[config.mk]
export PLATFORM = sky130hd
export DESIGN_NAME = tone_sequencer
export DESIGN_NICKNAME = d
export VERILOG_FILES = /design/src/rtl/simon_audio_pkg.sv /design/src/rtl/tone_req_fifo.sv /design/src/rtl/tone_sequencer.sv
export SDC_FILE = /design/constraint.sdc
export NUM_CORES = 1
export LEC_CHECK = 0
export BUFFER_PORTS_ARGS = -buffer_cell sky130_fd_sc_hd__buf_2
export CORE_ASPECT_RATIO = 1.2
export CORE_MARGIN = 1.5
export CORE_UTILIZATION = 45
export DETAILED_ROUTE_END_ITERATION = 8
export PLACE_DENSITY = 0.72
export SETUP_SLACK_MARGIN = 0.15
export SLEW_MARGIN = 40
export SYNTH_ARGS = -nofsm -noshare
export SYNTH_HDL_FRONTEND = slang
export SYNTH_SLANG_ARGS = --single-unit
[constraint.sdc]
create_clock -name CLOCK_50 -period 2.6 [get_ports CLOCK_50]
set_input_delay 0.39 -clock CLOCK_50 [delete_from_list [all_inputs] [get_ports CLOCK_50]]
set_output_delay 0.39 -clock CLOCK_50 [all_outputs]
set_load 0.005 [all_outputs]
[src/rtl/simon_audio_pkg.sv]
// Shared definitions for the Simon audio path.
//   - widths of the note code, duration and oscillator half-period words
//   - note codes and their oscillator half-period constants
//   - tone sequencer FSM state encoding
//   - packed request record stored in the request queue
//   - note_half_wav()/note_audible() lookup helpers
package simon_audio_pkg;

  localparam int HALF_WAV_W = 20;
  localparam int DUR_W      = 12;
  localparam int NOTE_W     = 3;

  // Note codes; anything above CODE_ERROR is a rest (silence).
  localparam logic [NOTE_W-1:0] CODE_GREEN  = 3'd0;
  localparam logic [NOTE_W-1:0] CODE_RED    = 3'd1;
  localparam logic [NOTE_W-1:0] CODE_YELLOW = 3'd2;
  localparam logic [NOTE_W-1:0] CODE_BLUE   = 3'd3;
  localparam logic [NOTE_W-1:0] CODE_ERROR  = 3'd4;

  // half_wav = round(50e6 / (2 * f)) - 1
  localparam logic [HALF_WAV_W-1:0] NOTE_GREEN  = 20'd60240;   // 415 Hz
  localparam logic [HALF_WAV_W-1:0] NOTE_RED    = 20'd80644;   // 310 Hz
  localparam logic [HALF_WAV_W-1:0] NOTE_YELLOW = 20'd99205;   // 252 Hz
  localparam logic [HALF_WAV_W-1:0] NOTE_BLUE   = 20'd119616;  // 209 Hz
  localparam logic [HALF_WAV_W-1:0] NOTE_ERROR  = 20'd595237;  //  42 Hz

  typedef enum logic [1:0] {
    ST_IDLE = 2'd0,
    ST_PLAY = 2'd1,
    ST_GAP  = 2'd2
  } state_t;

  typedef struct packed {
    logic [NOTE_W-1:0] note;
    logic [DUR_W-1:0]  dur_ms;
  } tone_req_t;

  function automatic logic [HALF_WAV_W-1:0] note_half_wav(input logic [NOTE_W-1:0] note);
    case (note)
      CODE_GREEN:  return NOTE_GREEN;
      CODE_RED:    return NOTE_RED;
      CODE_YELLOW: return NOTE_YELLOW;
      CODE_BLUE:   return NOTE_BLUE;
      CODE_ERROR:  return NOTE_ERROR;
      default:     return '0;
    endcase
  endfunction

  function automatic logic note_audible(input logic [NOTE_W-1:0] note);
    return note <= CODE_ERROR;
  endfunction

endpackage

[src/rtl/tone_req_fifo.sv]
// Synchronous request queue for the tone sequencer.
// Ports:
//   CLOCK_50   in   clock
//   reset      in   synchronous, active-high; empties the queue
//   push       in   write wdata (ignored when full, even if popping)
//   wdata      in   WIDTH-bit entry
//   pop        in   drop head entry (ignored when empty)
//   rdata      out  head entry (valid when !empty)
//   full/empty out  occupancy flags
module tone_req_fifo #(
  parameter int WIDTH = 15,
  parameter int DEPTH = 4
) (
  input  logic             CLOCK_50,
  input  logic             reset,
  input  logic             push,
  input  logic [WIDTH-1:0] wdata,
  input  logic             pop,
  output logic [WIDTH-1:0] rdata,
  output logic             full,
  output logic             empty
);

  localparam int AW = $clog2(DEPTH);
  localparam logic [AW:0] PTR_ONE = 1;

  // Pointers carry one extra wrap bit so full and empty are distinguishable.
  logic [AW:0]      wr_ptr_q, wr_ptr_d;
  logic [AW:0]      rd_ptr_q, rd_ptr_d;
  logic [WIDTH-1:0] mem_q [DEPTH];
  logic             do_push, do_pop;

  assign empty   = (wr_ptr_q == rd_ptr_q);
  assign full    = (wr_ptr_q[AW] != rd_ptr_q[AW]) &&
                   (wr_ptr_q[AW-1:0] == rd_ptr_q[AW-1:0]);
  assign do_push = push && !full;
  assign do_pop  = pop && !empty;
  assign rdata   = mem_q[rd_ptr_q[AW-1:0]];

  // NOTE: every signal assigned in always_comb gets a default first; a path
  // that leaves it unassigned would otherwise infer a latch.
  always_comb begin
    wr_ptr_d = wr_ptr_q;
    rd_ptr_d = rd_ptr_q;
    if (do_push) wr_ptr_d = wr_ptr_q + PTR_ONE;
    if (do_pop)  rd_ptr_d = rd_ptr_q + PTR_ONE;
  end

  // NOTE: clocked state uses non-blocking (<=) so every flop samples the
  // pre-edge values regardless of statement order.
  always_ff @(posedge CLOCK_50) begin
    if (reset) begin
      wr_ptr_q <= '0;
      rd_ptr_q <= '0;
    end else begin
      wr_ptr_q <= wr_ptr_d;
      rd_ptr_q <= rd_ptr_d;
    end
  end

  // NOTE: storage is deliberately not reset; the pointers alone define which
  // entries are valid, and a reset-free array maps onto plain RAM/SRL cells.
  always_ff @(posedge CLOCK_50) begin
    if (do_push) mem_q[wr_ptr_q[AW-1:0]] <= wdata;
  end

endmodule

[src/rtl/tone_sequencer.sv]
// Tone sequencer: queues Simon note requests {note, duration_ms} and plays
// them back-to-back on the square-wave oscillator.
// Ports:
//   CLOCK_50    in   system clock (50 MHz)
//   reset       in   synchronous, active-high
//   req_valid   in   request present;   req_ready out: queue can accept
//   req_note    in   note code (0..4 audible, 5..7 rest)
//   req_dur_ms  in   note length in ms (0 plays as 1 ms)
//   half_wav    out  oscillator half-period word, changes only on a pop
//   osc_reset   out  high = oscillator parked
//   tone_on     out  high while an audible note plays
//   busy        out  queue non-empty or a note/gap in progress
//   note_done   out  one-cycle pulse on the last PLAY cycle of each note
// Build option: define TONE_GAP_EN to insert a GAP_MS silent gap after
// every note; without it PLAY returns straight to IDLE.
module tone_sequencer
  import simon_audio_pkg::*;
#(
  parameter int MS_DIV     = 50_000,
  parameter int FIFO_DEPTH = 4,
  parameter int GAP_MS     = 50
) (
  input  logic                  CLOCK_50,
  input  logic                  reset,
  input  logic                  req_valid,
  output logic                  req_ready,
  input  logic [NOTE_W-1:0]     req_note,
  input  logic [DUR_W-1:0]      req_dur_ms,
  output logic [HALF_WAV_W-1:0] half_wav,
  output logic                  osc_reset,
  output logic                  tone_on,
  output logic                  busy,
  output logic                  note_done
);

  localparam int               PRE_W    = (MS_DIV > 1) ? $clog2(MS_DIV) : 1;
  localparam logic [PRE_W-1:0] PRE_LAST = PRE_W'(MS_DIV - 1);
  localparam logic [PRE_W-1:0] PRE_ONE  = 1;
  localparam logic [DUR_W-1:0] DUR_ONE  = 1;
  localparam logic [DUR_W-1:0] GAP_LOAD = (GAP_MS < 1) ? DUR_ONE : DUR_W'(GAP_MS);

  state_t                  state_q, state_d;
  logic [PRE_W-1:0]        pre_q, pre_d;
  logic [DUR_W-1:0]        dur_q, dur_d;
  logic [HALF_WAV_W-1:0]   half_wav_q, half_wav_d;
  logic                    audible_q, audible_d;

  tone_req_t req_in, fifo_rdata;
  logic      fifo_full, fifo_empty, pop;
  logic      ms_wrap, count_done;

  assign req_in    = '{note: req_note, dur_ms: req_dur_ms};
  assign req_ready = !reset && !fifo_full;

  tone_req_fifo #(
    .WIDTH ($bits(tone_req_t)),
    .DEPTH (FIFO_DEPTH)
  ) u_fifo (
    .CLOCK_50 (CLOCK_50),
    .reset    (reset),
    .push     (req_valid && req_ready),
    .wdata    (req_in),
    .pop      (pop),
    .rdata    (fifo_rdata),
    .full     (fifo_full),
    .empty    (fifo_empty)
  );

  // One shared ms prescaler + ms counter times both PLAY and GAP.
  assign ms_wrap    = (pre_q == PRE_LAST);
  assign count_done = ms_wrap && (dur_q == DUR_ONE);

  // State register
  always_ff @(posedge CLOCK_50) begin
    if (reset) begin
      state_q    <= ST_IDLE;
      pre_q      <= '0;
      dur_q      <= '0;
      half_wav_q <= '0;
      audible_q  <= 1'b0;
    end else begin
      state_q    <= state_d;
      pre_q      <= pre_d;
      dur_q      <= dur_d;
      half_wav_q <= half_wav_d;
      audible_q  <= audible_d;
    end
  end

  // Next-state and counter logic
  always_comb begin
    state_d    = state_q;
    pre_d      = pre_q;
    dur_d      = dur_q;
    half_wav_d = half_wav_q;
    audible_d  = audible_q;
    pop        = 1'b0;

    case (state_q)
      ST_IDLE: begin
        if (!fifo_empty) begin
          pop        = 1'b1;
          state_d    = ST_PLAY;
          half_wav_d = note_half_wav(fifo_rdata.note);
          audible_d  = note_audible(fifo_rdata.note);
          dur_d      = (fifo_rdata.dur_ms == '0) ? DUR_ONE : fifo_rdata.dur_ms;
          pre_d      = '0;
        end
      end

      ST_PLAY: begin
        if (count_done) begin
`ifdef TONE_GAP_EN
          state_d = ST_GAP;
`else
          state_d = ST_IDLE;
`endif
          // Reload for the gap; the counter value is ignored in IDLE.
          pre_d = '0;
          dur_d = GAP_LOAD;
        end else if (ms_wrap) begin
          pre_d = '0;
          dur_d = dur_q - DUR_ONE;
        end else begin
          pre_d = pre_q + PRE_ONE;
        end
      end

`ifdef TONE_GAP_EN
      ST_GAP: begin
        if (count_done) begin
          state_d = ST_IDLE;
          pre_d   = '0;
        end else if (ms_wrap) begin
          pre_d = '0;
          dur_d = dur_q - DUR_ONE;
        end else begin
          pre_d = pre_q + PRE_ONE;
        end
      end
`endif

      default: state_d = ST_IDLE;
    endcase
  end

  // Output logic
  always_comb begin
    osc_reset = 1'b1;
    tone_on   = 1'b0;
    note_done = 1'b0;
    if (state_q == ST_PLAY) begin
      // Rests keep the oscillator parked but still time out and report done.
      osc_reset = !audible_q;
      tone_on   = audible_q;
      note_done = count_done;
    end
  end

  assign busy     = !fifo_empty || (state_q != ST_IDLE);
  assign half_wav = half_wav_q;

endmodule

* Word-level counts from Yosys, hierarchy flattened
Memories as Yosys holds them, arrays and structs flattened. A register that Yosys moved wholly into a read port is not among the register bits.
Cells that the tools add are included.
** Word-level totals
- Output and inout bits :: 25
- Memory bits (writable) :: 60
- Register bits after elaboration :: 57
- Memories :: 1
** Memory list
- u_fifo.mem_q :: depth 4, bits a word 15, read ports 1, clocked after Yosys merged registers in 1, write ports 1, RTL line tone_req_fifo.sv:30 : logic [WIDTH-1:0] mem_q [DEPTH];
** Operators by class
- $add $sub $neg :: 4
- $lt $le $gt $ge :: 1
- Bitwise operators :: 1
- Equality and inequality tests :: 13
- Reductions and logical operators :: 20
- Mux-type cells :: 22
** Operators with widths (number)
- $pmux W20 S5 :: 1
- $mux W12 :: 4
- $mux W16 :: 3
- $pmux W16 S2 :: 1
- $pmux W12 S2 :: 1
- $add A16 B1 Y16 const B :: 1
- $eq A16 B16 Y1 const B :: 1
- $eq A12 B1 Y1 const B :: 1
- $logic_not A12 Y1 :: 1
- $sub A12 B1 Y12 const B :: 1
- $mux W2 :: 4
- $mux W1 :: 7
- $add A3 B1 Y3 const B :: 2
- $eq A3 B2 Y1 const B :: 2
- $logic_and A1 B1 Y1 :: 6
- $reduce_and A2 Y1 :: 3
- $logic_not A1 Y1 :: 4
- $ne A2 B2 Y1 const B :: 2
- $pmux W2 S2 :: 1
- $reduce_bool A2 Y1 :: 2
- $eq A3 B1 Y1 const B :: 1
- $eq A3 B3 Y1 :: 1
- $eq A3 B3 Y1 const B :: 1
- $le A3 B3 Y1 const B :: 1
- 9 further kinds :: 9

* Depth between registers and ports, before layout
- Word-level depth :: 8
- Mapped depth :: 8
- Mapped depth without buffers :: 7

* Hierarchy
Synthesis repeated with hierarchy kept, for this count alone.
** Unflattened totals
- Cells, all modules :: 448
- Area, all modules :: 5096.1 sq um
** Modules (own cells, without submodules)
- tone_req_fifo :: cells each 146, instances 1, area each 2737.6 sq um
- tone_sequencer :: cells each 302, instances 1, area each 2358.5 sq um

* Least setup slack after synthesis
No wires, ideal clock.
- Path type :: flip-flop to flip-flop
- From :: register u_fifo.wr_ptr_q[0]
- To :: memory u_fifo.mem_q[3][0] (enable)
- Library setup time :: 374 ps
- Clock period less this slack :: 1879 ps
- Stages on the path, launching flop included :: 4
- Path buffers :: 0
- Slack :: 721 ps
- Data arrival time :: 1505 ps
- Path through :: dfxtp_1 -> xnor2_2 -> a311oi_2 -> and2_1
** Between the ends
- Cells in the longest elaborated chain, start to end :: 8
** Ends and longest elaborated chain
- start, declared :: RTL line tone_req_fifo.sv:28 : logic [AW:0] wr_ptr_q, wr_ptr_d;
- start signal, assigned :: RTL line tone_req_fifo.sv:56 : wr_ptr_q <= wr_ptr_d;
- $eq A2 B2 Y1 :: RTL line tone_req_fifo.sv:35 : (wr_ptr_q[AW-1:0] == rd_ptr_q[AW-1:0]);
- $logic_and A1 B1 Y1 :: RTL line tone_req_fifo.sv:34 : assign full = (wr_ptr_q[AW] != rd_ptr_q[AW]) &&
- $logic_not A1 Y1 :: RTL line tone_req_fifo.sv:36, tone_sequencer.sv:53
- $logic_and A1 B1 Y1 :: RTL line tone_sequencer.sv:53 : assign req_ready = !reset && !fifo_full;
- $logic_and A1 B1 Y1 :: RTL line tone_sequencer.sv:61 : .push (req_valid && req_ready),
- $logic_and A1 B1 Y1 :: RTL line tone_req_fifo.sv:36 : assign do_push = push && !full;
- $mux W1 :: RTL line tone_req_fifo.sv:64 : if (do_push) mem_q[wr_ptr_q[AW-1:0]] <= wdata;
- $mux W1 (implied by the code) :: RTL line tone_req_fifo.sv:64
- end, declared :: RTL line tone_req_fifo.sv:30
Parallel ways exist; a longest one is shown, timed or not.

* Worst setup path after layout
- From :: register u_fifo.wr_ptr_q[1]
- To :: output port busy
** Between the ends
- Cells in the longest elaborated chain, start to end :: 3
** Ends and longest elaborated chain
- $eq A3 B3 Y1 :: RTL line tone_req_fifo.sv:33 : assign empty = (wr_ptr_q == rd_ptr_q);
- $logic_not A1 Y1 :: RTL line tone_sequencer.sv:160 : assign busy = !fifo_empty || (state_q != ST_IDLE);
- $logic_or A1 B1 Y1 :: RTL line tone_sequencer.sv:160
- end, declared :: RTL line tone_sequencer.sv:32 : output logic busy,
Every way passes these cells.

==> qor.txt <==
Top FF cell, synth - edfxtp_1
Starting density of the core - 46.8%
Clock Latency Late Sink - 0.35 ns
Worst Hold Class - in2reg
DR WL/cell - 16.3 um
Worst path slowest cell - dfxtp_1
Hold Path Stages - 1
Most frequent cell after synthesis - edfxtp_1
Placed Instance Area - 0.00525 mm2
Final Power - 5.28 mW
Sequential share of the synthesized area - 56.2%
ANT nets after route - 0
Total GRT Usage - 17.2%
# diodes - 0
Cell type with the largest total area after synthesis - edfxtp_1
Drt pass-1 iters - 5
Final setup viols - 0
Share of cells above drive strength 1 - 20.3%
Internal power - 3.41 mW
# IOs - 43
Crit path launch type - flop
Number of remaining DRC errors - 0
Final period util - 85.2%
Final Hold Viols - 0
Clock network power share - 23.9%
Hold buffer count at CTS - 0
Root Driver - clkbuf_16
Min Tclk post-route - 2.22 ns
Mux cell area share after synthesis - 8.07%
PwrDens - 954 mW/mm2
R2R cell count - 6
Dpl hpwl - 6480 um
DRT met1 WL - 4050 um
Synth top cells by count - edfxtp_1 (60), dfxtp_1 (50), nand2_1 (36)
Critical Path AT - 1.83 ns
Met3 WL post-DR - 450 um
Max cap viols - 0
Post-synthesis cell type count - 64
Peak supply drop - 0.490 mV
Crit path largest cell delay - 0.38 ns
CP endpoint kind - output port
Comb power frac - 34.0%
Die Area - 0.0117 mm2
Synth Area in Simple Gates - 14.2%
Clock transition at path regs - 0.07 ns
Sw frac - 35.4%
Row cnt - 41
CP top delay family - simple AND/OR/NAND/NOR gates
Syn_area_per_cell - 11.8 um2
Gate Count Post-Synth - 422
Largest family of logic cells by synthesized area - simple AND/OR/NAND/NOR gates
Final Max Tran Viols - 0
Seq cells post-synth - 110
Filler Cells Inserted - 924
Detailed Route WL - 9600 um
Synth Area in XOR/XNOR - 2.06%
CTS sink cnt - 110
Vias in the first global route - 3289
Core Footprint - 0.0107 mm2
Initial antenna violation count - 0
CTS tree - built
Critical Path Fanout Max - 11
Initial drt markers - 235
RSZ-0062 raised after global routing - false
DR vias/cell - 5.80
Synthesized area - 0.00499 mm2
Synth Area in Compound Gates - 12.6%
Clock skew - 0.00811 ns
Sequential group share of total power - 42.1%
Crit Path Class - reg2out
Port bufs - 38
Metal2 WL - 4930 um
Synth-to-Final Area Change - 10.9%
P_sw - 1.87 mW
Worst EP required - 2.21 ns
Fmax - 0.451 GHz
Cts bufs inserted - 9
Post-synth top area share - 36.1%
RePlAce Congestion - 0.845
Die Y - 118 um
Ys async rst share - 0%
Crit-path cells - xnor2_2, nand3_1, nor2_2, inv_2, buf_2
Largest net degree at the start of global routing - 49
Clock buffer depth - 2
Fin Setup TNS - 0 ns
Status - completed
CP Depth - 5
Slew headroom - 64.6%
CTS H-tree depth - 3
First-pass GRT wire length - 16000 um
Die X - 99.1 um
Final instance area - 0.00554 mm2
Fin nets - 480
Adder-cell share of the synthesized area - 2.01%
YS warnings - 0
Leakage power - 1.96 nW
EDFF count, synth - 60
Area contributors post-synth - edfxtp_1 (36%), dfxtp_1 (20%), mux4_2 (4.1%)
Top sig layer - met4
Measured slew at the worst slew-check pin - 0.531 ns
CP Buf/Inv Count - 2
Grt ovf - 0
Vias - 3411
registers in the layout, indices dropped and copies added, names as in the netlist, named ones only:
register and cells:
audible_q 1, dur_q 12, half_wav 12, pre_q 16, state_q 1, u_fifo.mem_q 60
u_fifo.rd_ptr_q 3, u_fifo.wr_ptr_q 3
power groups by stage:
| stage | combinational, mW | clock (mW) | sequential (mW) |
|---|---|---|---|
| 2_1_floorplan | 1.39 | 0 | 2.22 |
| 3_3_place_gp | 1.76 | 0 | 2.25 |
| 3_5_place_dp | 1.79 | 0 | 2.26 |
| 4_1_cts | 1.80 | 1.29 | 2.22 |
| 5_1_grt | 2.01 | 1.36 | 2.26 |
| 6_report | 1.80 | 1.26 | 2.22 |
through the flow:
step / hold slack, ns / utilization, % / setup slack [ns] / std cells
global placement: 0.440 / 49.2 / 0.583 / 571
floorplan: 0.435 / - / 0.721 / 425
finish: 0.255 / 51.9 / 0.384 / 588
CTS: 0.249 / 51.8 / 0.151 / 587
global route: 0.249 / 51.9 / 0.276 / 588
detailed placement: 0.445 / 49.2 / 0.517 / 571
cells in the final DEF, fill, tap and decap left out, types with 6 or more instances in the layout:
cell type	n
nor3_1	10
mux4_1	6
xnor2_1	6
mux4_2	9
o21ai_1	6
nand2_1	36
nand3_1	11
and2_1	7
nor2_1	34
clkbuf_16	9
nand4_1	6
buf_2	38
a311oi_1	7
buf_4	12
a31oi_1	8
inv_1	10
a21oi_1	29
edfxtp_1	60
ha_1	8
o21ai_0	7
dfxtp_1	50
repair_timing:
item / 4_1_cts / 5_1_grt
endpoints found under the setup margin: 0 / 1
resized for setup: 0 / 1
setup buffers: 0 / 1
area by class of cell:
type                    count  area, um2  share of cell area [%]
clock buffers               9        225                    4.07
clock inverters             7       48.8                   0.881
inverters                  14       52.6                   0.949
multi-input cells         269       1970                    35.5
flip-flops and latches    110       2800                    50.6
well taps                 129        161                    2.92
repair buffers             50        280                    5.06
routing by layer:
| metal | vias up | track usage [%] |
|---|---|---|
| met3 | 18 | 3.13 |
| met4 | 0 | 6.69 |
| met2 | 96 | 29.4 |
| li1 | 1657 | - |
| met5 | - | 0 |
| met1 | 1640 | 21.5 |
worst paths after layout:
path | start | endpoint | slack [ns]
max reg2reg | pre_q[0] | dur_q[2] | 0.49
max | u_fifo.wr_ptr_q[1] | busy | 0.38
min | req_dur_ms[9] | u_fifo.mem_q[2][9] | 0.26
min reg2reg | half_wav[4] | half_wav[4] | 0.45
cells by family (layout without fill, tap and decap cells):
| logic type | after synthesis | after routing |
|---|---|---|
| muxes | 19 | 19 |
| DFF | 110 | 110 |
| and+or+nand+nor | 134 | 134 |
| AOI/OAI and AO/OA | 94 | 94 |
| buffers and inverters | 46 | 80 |
| xor gates and xnor gates | 10 | 10 |
| adders and majority gates | 8 | 8 |
| other | 1 | 4 |
Note: power is estimated with default switching activity, not from simulation.
